File: config.mk
export PLATFORM = sky130hd
export DESIGN_NAME = load_store_unit
export DESIGN_NICKNAME = d
export VERILOG_FILES = /design/src/rtl/lsu_pkg.sv /design/src/rtl/lsu_lane.sv /design/src/rtl/load_store_unit.sv
export SDC_FILE = /design/constraint.sdc
export NUM_CORES = 1
export LEC_CHECK = 0
export CAP_MARGIN = 20
export CORE_MARGIN = 5
export CORE_UTILIZATION = 52
export DETAILED_ROUTE_END_ITERATION = 10
export PLACE_DENSITY = 0.95
export SLEW_MARGIN = 20
export SYNTH_ARGS = -nofsm -noshare
export SYNTH_HDL_FRONTEND = slang
export SYNTH_SLANG_ARGS = --single-unit
File: constraint.sdc
create_clock -name clk -period 12.63 [get_ports clk]
set_input_delay 2.526 -clock clk [delete_from_list [all_inputs] [get_ports clk]]
set_output_delay 2.526 -clock clk [all_outputs]
set_load 0.03 [all_outputs]
File: src/rtl/lsu_pkg.sv
// Shared constants and types for the load/store unit: RV32I funct3 encodings,
// the controller state enum and the lane-select encodings used by lsu_lane.
package lsu_pkg;

    localparam logic [2:0] F3_B  = 3'b000;
    localparam logic [2:0] F3_H  = 3'b001;
    localparam logic [2:0] F3_W  = 3'b010;
    localparam logic [2:0] F3_BU = 3'b100;
    localparam logic [2:0] F3_HU = 3'b101;

    // Access size lives in funct3[1:0]; funct3[2] marks an unsigned load.
    localparam logic [1:0] SZ_B = 2'b00;
    localparam logic [1:0] SZ_H = 2'b01;

    localparam logic [1:0] LANE_B0 = 2'd0;
    localparam logic [1:0] LANE_B1 = 2'd1;
    localparam logic [1:0] LANE_B2 = 2'd2;
    localparam logic [1:0] LANE_B3 = 2'd3;
    localparam logic       LANE_H_HI = 1'b1;

    typedef enum logic [1:0] {
        ST_IDLE,
        ST_MERGE,
        ST_RESP
    } lsu_state_e;

endpackage

File: src/rtl/lsu_lane.sv
// Combinational lane logic: extracts and extends a load lane, or merges a store
// lane into a word. MERGE selects which result drives the output.
module lsu_lane
    import lsu_pkg::*;
#(
    parameter bit MERGE = 1'b0
) (
    input  logic [31:0] word,
    input  logic [1:0]  lane,
    input  logic [2:0]  funct3,
    input  logic [31:0] data,
    output logic [31:0] result
);

    logic [7:0]  byte_sel;
    logic [15:0] half_sel;
    logic [31:0] extracted;
    logic [31:0] merged;

    always_comb begin
        // NOTE: every variable gets a default first so no path leaves one unassigned and infers a latch.
        byte_sel  = word[7:0];
        extracted = word;
        merged    = data;
        case (lane)
            LANE_B1: byte_sel = word[15:8];
            LANE_B2: byte_sel = word[23:16];
            LANE_B3: byte_sel = word[31:24];
            default: byte_sel = word[7:0];
        endcase
        half_sel = (lane[1] == LANE_H_HI) ? word[31:16] : word[15:0];

        case (funct3[1:0])
            SZ_B: begin
                extracted = funct3[2] ? {24'h0, byte_sel} : {{24{byte_sel[7]}}, byte_sel};
                merged    = word;
                case (lane)
                    LANE_B0: merged[7:0]   = data[7:0];
                    LANE_B1: merged[15:8]  = data[7:0];
                    LANE_B2: merged[23:16] = data[7:0];
                    default: merged[31:24] = data[7:0];
                endcase
            end
            SZ_H: begin
                extracted = funct3[2] ? {16'h0, half_sel} : {{16{half_sel[15]}}, half_sel};
                merged    = word;
                if (lane[1] == LANE_H_HI) merged[31:16] = data[15:0];
                else                      merged[15:0]  = data[15:0];
            end
            default: ;
        endcase
    end

    assign result = MERGE ? merged : extracted;

endmodule

File: src/rtl/load_store_unit.sv
// RV32I load/store unit in front of a word-addressed data memory: single-access
// loads and word stores, read-modify-write for byte/halfword stores, fault reporting.
module load_store_unit
    import lsu_pkg::*;
#(
    parameter int MEM_ADDR_W = 6
) (
    input  logic        clk,
    input  logic        rst,
    input  logic        req_valid,
    input  logic        req_write,
    input  logic [2:0]  req_funct3,
    input  logic [31:0] req_addr,
    input  logic [31:0] req_wdata,
    output logic        resp_valid,
    output logic [31:0] resp_rdata,
    output logic        resp_fault,
    output logic        busy,
    output logic        mem_read,
    output logic        mem_write,
    output logic [31:0] mem_addr,
    output logic [31:0] mem_wdata,
    input  logic [31:0] mem_rdata
);

    lsu_state_e state_q, state_d;

    logic [MEM_ADDR_W-1:0] req_idx, idx_q, mem_idx;
    logic [1:0]            lane_q;
    logic [2:0]            funct3_q;
    logic [31:0]           wdata_q, merge_q;
    logic [31:0]           load_data, merged_word;
    logic                  f3_legal, misaligned, out_of_range, req_fault, accept;

    assign req_idx      = req_addr[MEM_ADDR_W+1:2];
    assign out_of_range = |req_addr[31:MEM_ADDR_W+2];
    assign req_fault    = !f3_legal || misaligned || out_of_range;
    assign accept       = (state_q == ST_IDLE) && req_valid;
    assign mem_addr     = {{(32-MEM_ADDR_W){1'b0}}, mem_idx};

    always_comb begin
        case (req_funct3)
            F3_B, F3_H, F3_W: f3_legal = 1'b1;
            F3_BU, F3_HU:     f3_legal = !req_write;
            default:          f3_legal = 1'b0;
        endcase
        case (req_funct3[1:0])
            SZ_H:    misaligned = req_addr[0];
            F3_W[1:0]: misaligned = |req_addr[1:0];
            default: misaligned = 1'b0;
        endcase
    end

    lsu_lane #(.MERGE(1'b0)) u_extract (
        .word   (mem_rdata),
        .lane   (req_addr[1:0]),
        .funct3 (req_funct3),
        .data   (req_wdata),
        .result (load_data)
    );

    lsu_lane #(.MERGE(1'b1)) u_merge (
        .word   (merge_q),
        .lane   (lane_q),
        .funct3 (funct3_q),
        .data   (wdata_q),
        .result (merged_word)
    );

    always_comb begin
        state_d    = state_q;
        busy       = 1'b0;
        resp_valid = 1'b0;
        mem_read   = 1'b0;
        mem_write  = 1'b0;
        mem_idx    = '0;
        mem_wdata  = '0;
        case (state_q)
            ST_IDLE: begin
                if (req_valid) begin
                    busy    = 1'b1;
                    state_d = ST_RESP;
                    if (!req_fault) begin
                        mem_idx = req_idx;
                        if (!req_write) begin
                            mem_read = 1'b1;
                        end else if (req_funct3 == F3_W) begin
                            mem_write = 1'b1;
                            mem_wdata = req_wdata;
                        end else begin
                            mem_read = 1'b1;
                            state_d  = ST_MERGE;
                        end
                    end
                end
            end
            ST_MERGE: begin
                busy      = 1'b1;
                mem_write = 1'b1;
                mem_idx   = idx_q;
                mem_wdata = merged_word;
                state_d   = ST_RESP;
            end
            ST_RESP: begin
                busy       = 1'b1;
                resp_valid = 1'b1;
                state_d    = ST_IDLE;
            end
            default: state_d = ST_IDLE;
        endcase
        // Keep the memory quiet while reset is held, even with a request pending.
        if (rst) begin
            mem_read  = 1'b0;
            mem_write = 1'b0;
            mem_idx   = '0;
            mem_wdata = '0;
        end
    end

    // NOTE: sequential state uses non-blocking assignments so every register samples pre-edge values.
    always_ff @(posedge clk or posedge rst) begin
        if (rst) begin
            state_q    <= ST_IDLE;
            resp_rdata <= '0;
            resp_fault <= 1'b0;
            // NOTE: the request/merge registers are reset too; they are few and it keeps outputs deterministic.
            idx_q      <= '0;
            lane_q     <= '0;
            funct3_q   <= '0;
            wdata_q    <= '0;
            merge_q    <= '0;
        end else begin
            state_q <= state_d;
            if (accept) begin
                resp_fault <= req_fault;
                if (!req_fault && !req_write) resp_rdata <= load_data;
                if (!req_fault && req_write && req_funct3 != F3_W) begin
                    merge_q  <= mem_rdata;
                    idx_q    <= req_idx;
                    lane_q   <= req_addr[1:0];
                    funct3_q <= req_funct3;
                    wdata_q  <= req_wdata;
                end
            end
        end
    end

endmodule

==> flow_summary.json <==
{
  "postCtsSetupBuffers": 0,
  "drtAntennaViolNets": 0,
  "tightestPinTransition_ns": 1.17,
  "ios": 204,
  "area_growth_pct": 29.0,
  "combinationalPowerShare": 0.179,
  "layout.nets": 849,
  "core_area_um2": 12800,
  "pre_cts_slack_ns": 4.15,
  "die_y_um": 125,
  "vias": 5642,
  "synthSimpleGateAreaFrac": 0.0866,
  "drtPass1Iterations": 5,
  "htree_num_levels": 3,
  "ys_seq_elements": 109,
  "synthArstFlopShare": 1.00,
  "grt_pass1_wl_um": 32400,
  "grt-ovfl-total": 0,
  "grt_max_degree": 74,
  "insertion_delay_ns": 0.36,
  "post-route-period-util": 0.676,
  "crit_path_start_kind": "primary input",
  "hold_ws_ns": 0.489,
  "power.share.clock": 0.359,
  "endpoint_kind": "output port",
  "p_int_mw": 0.551,
  "top_layer": "met4",
  "numPortBuffers": 177,
  "place_area_um2": 8530,
  "muxShareOfSynthArea": 0.260,
  "synth_top_area_share": 0.399,
  "worstHoldPathType": "flip-flop to flip-flop",
  "rsz0062_at_grt": "no",
  "fp.dieW_um": 125,
  "cts.path.max_buffers": 2,
  "drv_slew": 0,
  "synthAdderAreaFrac": 0.0128,
  "relSlewSlack": 0.219,
  "cp.required_ns": 10.10,
  "ir_drop_mv": 0.0854,
  "wl_met2_um": 10600,
  "final_cells": 915,
  "cts_hold_buf": 0,
  "status": "finished clean",
  "synth_area_leaders": "dfrtp_1 40%, mux2_1 13%, mux2i_1 7.2%",
  "period_minus_slack_ns": 8.54,
  "avgSynthCellArea_um2": 11.5,
  "clock.fmax_mhz": 117,
  "path_class": "primary input to output port",
  "track_usage": 0.263,
  "routed_wirelength_um": 20700,
  "finalClockSkew_ns": 0.00895,
  "fin_util": 0.690,
  "synth_area_um2": 6840,
  "cts_tree": "yes",
  "routedLengthMet1_um": 7990,
  "pwr-share-seq": 0.463,
  "cts_num_sinks": 109,
  "seq_area_um2": 2730,
  "grt_pass1_vias": 5808,
  "synth_edf_count": 0,
  "p_sw_mw": 0.217,
  "clkSlewWorstSetupHoldPaths_ns": 0.07,
  "hpwl_um": 15700,
  "design_area_um2": 8820,
  "yosys.area.top_type": "dfrtp_1",
  "met3_length_um": 1670,
  "cts-root-buf": "clkbuf_16",
  "cts_resized": 0,
  "worstPathArrival_ns": 6.02,
  "setup_viol": 0,
  "cts_buffers": 9,
  "place_congestion": 0.921,
  "place_inst": 900,
  "drv_cap": 0,
  "detail_route.wl_per_cell_um": 22.7,
  "total_power_mw": 0.769,
  "drc_errors": 0,
  "multi_input_area_um2": 3700,
  "synthCells": 593,
  "yosysWarningCount": 0,
  "design.die.area_um2": 15500,
  "drtIter0Drc": 598,
  "via_per_inst": 6.17,
  "synthXorXnorAreaFrac": 0,
  "drive_gt1_frac": 0.0929,
  "diodes": 0,
  "hold_viol": 0,
  "synth.most_common_cell": "dfrtp_1",
  "row_count": 41,
  "ys_types": 52,
  "yosysSeqAreaShare": 0.399,
  "synth_compound_area_frac": 0.165,
  "r2r_slack_ns": 9.67,
  "path_max_fanout": 24,
  "ys_top_cells_by_count": "109 x dfrtp_1, 80 x mux2_1, 49 x mux2i_1, 49 x nand2_1, 41 x a22oi_1",
  "initial_core_util": 0.535,
  "p_per_area_nw_per_um2": 87.2,
  "swShare": 0.283,
  "power_leakage_nw": 3.88,
  "tns_ns": 0,
  "setup_slack_ns": 4.09,
  "synth_top_family_by_area": "multiplexers",
  "antenna_found_initial": 0,
  "num-fill-cells": 893,
  "synthFlopType": "dfrtp_1"
}
[critical path, stage by stage]
cell	delay, ns
clkdlybuf4s50_1	0.46
inv_1	0.11
ha_1	0.71
or2_1	0.28
o2111ai_4	0.23
nor3_1	0.71
a32o_1	0.30
clkdlybuf4s50_1	0.69
[placed cells by master, fill, tap and decap left out, types with 10 or more instances in the layout]
cell type        instances
conb_1                  26
mux2_1                  80
a22oi_1                 41
clkdlybuf4s50_1        177
o2bb2ai_1               16
mux2_2                  22
inv_1                   12
o21ai_0                 10
dfrtp_1                109
nand2_1                 49
o221ai_1                16
a22o_1                  16
mux2i_1                 48
[per-layer routing]
metal	up-vias	track usage
li1	2500	-
met1	2793	0.322
met2	310	0.455
met3	39	0.0643
met4	0	0.0851
met5	-	0
[power groups by stage]
stage / Clock, mW / Combinational, mW / Sequential (mW)
after floorplan: 0 / 0.0726 / 0.364
after global placement: 0 / 0.131 / 0.362
after detailed placement: 0 / 0.135 / 0.362
after CTS: 0.282 / 0.136 / 0.355
after global routing: 0.294 / 0.148 / 0.356
final: 0.276 / 0.137 / 0.356
[sequential cells by signal, summed over array words and instances (netlist names)]
signal,cells
idx_q,6
funct3_q,2
wdata_q,32
lane_q,2
state_q,2
resp_fault,1
merge_q,32
resp_rdata,32
[worst paths after layout]
kind                                            to  depth (start not counted)                   start
max                                    mem_addr[5]                          8           req_funct3[1]
min reg2reg                 merge_q[2]$_DFFE_PP0P_                          1  merge_q[2]$_DFFE_PP0P_
min in group asynchronous  wdata_q[31]$_DFFE_PP0P_                          2                     rst
max in group asynchronous  merge_q[20]$_DFFE_PP0P_                          3                     rst
min                         merge_q[2]$_DFFE_PP0P_                          1  merge_q[2]$_DFFE_PP0P_
max reg2reg                merge_q[13]$_DFFE_PP0P_                          7  state_q[0]$_DFFE_PP0P_
[logic make-up after synthesis]
kind of cell	after synthesis
AO/OA/AOI/OAI	142
adder cells (fa/ha/maj)	7
buffers and inverters	89
flip-flops	109
multiplexers	157
other	1
AND/OR/NAND/NOR	88
[cell type report]
cell class	count	share of cell area
clock inverters	5	0.00482
repair buffers	186	0.209
inverters	13	0.00582
well taps	172	0.0244
flip-flops and latches	109	0.309
multi-input cells	420	0.420
clock buffers	10	0.0271
(Power assumes the default switching activity.)
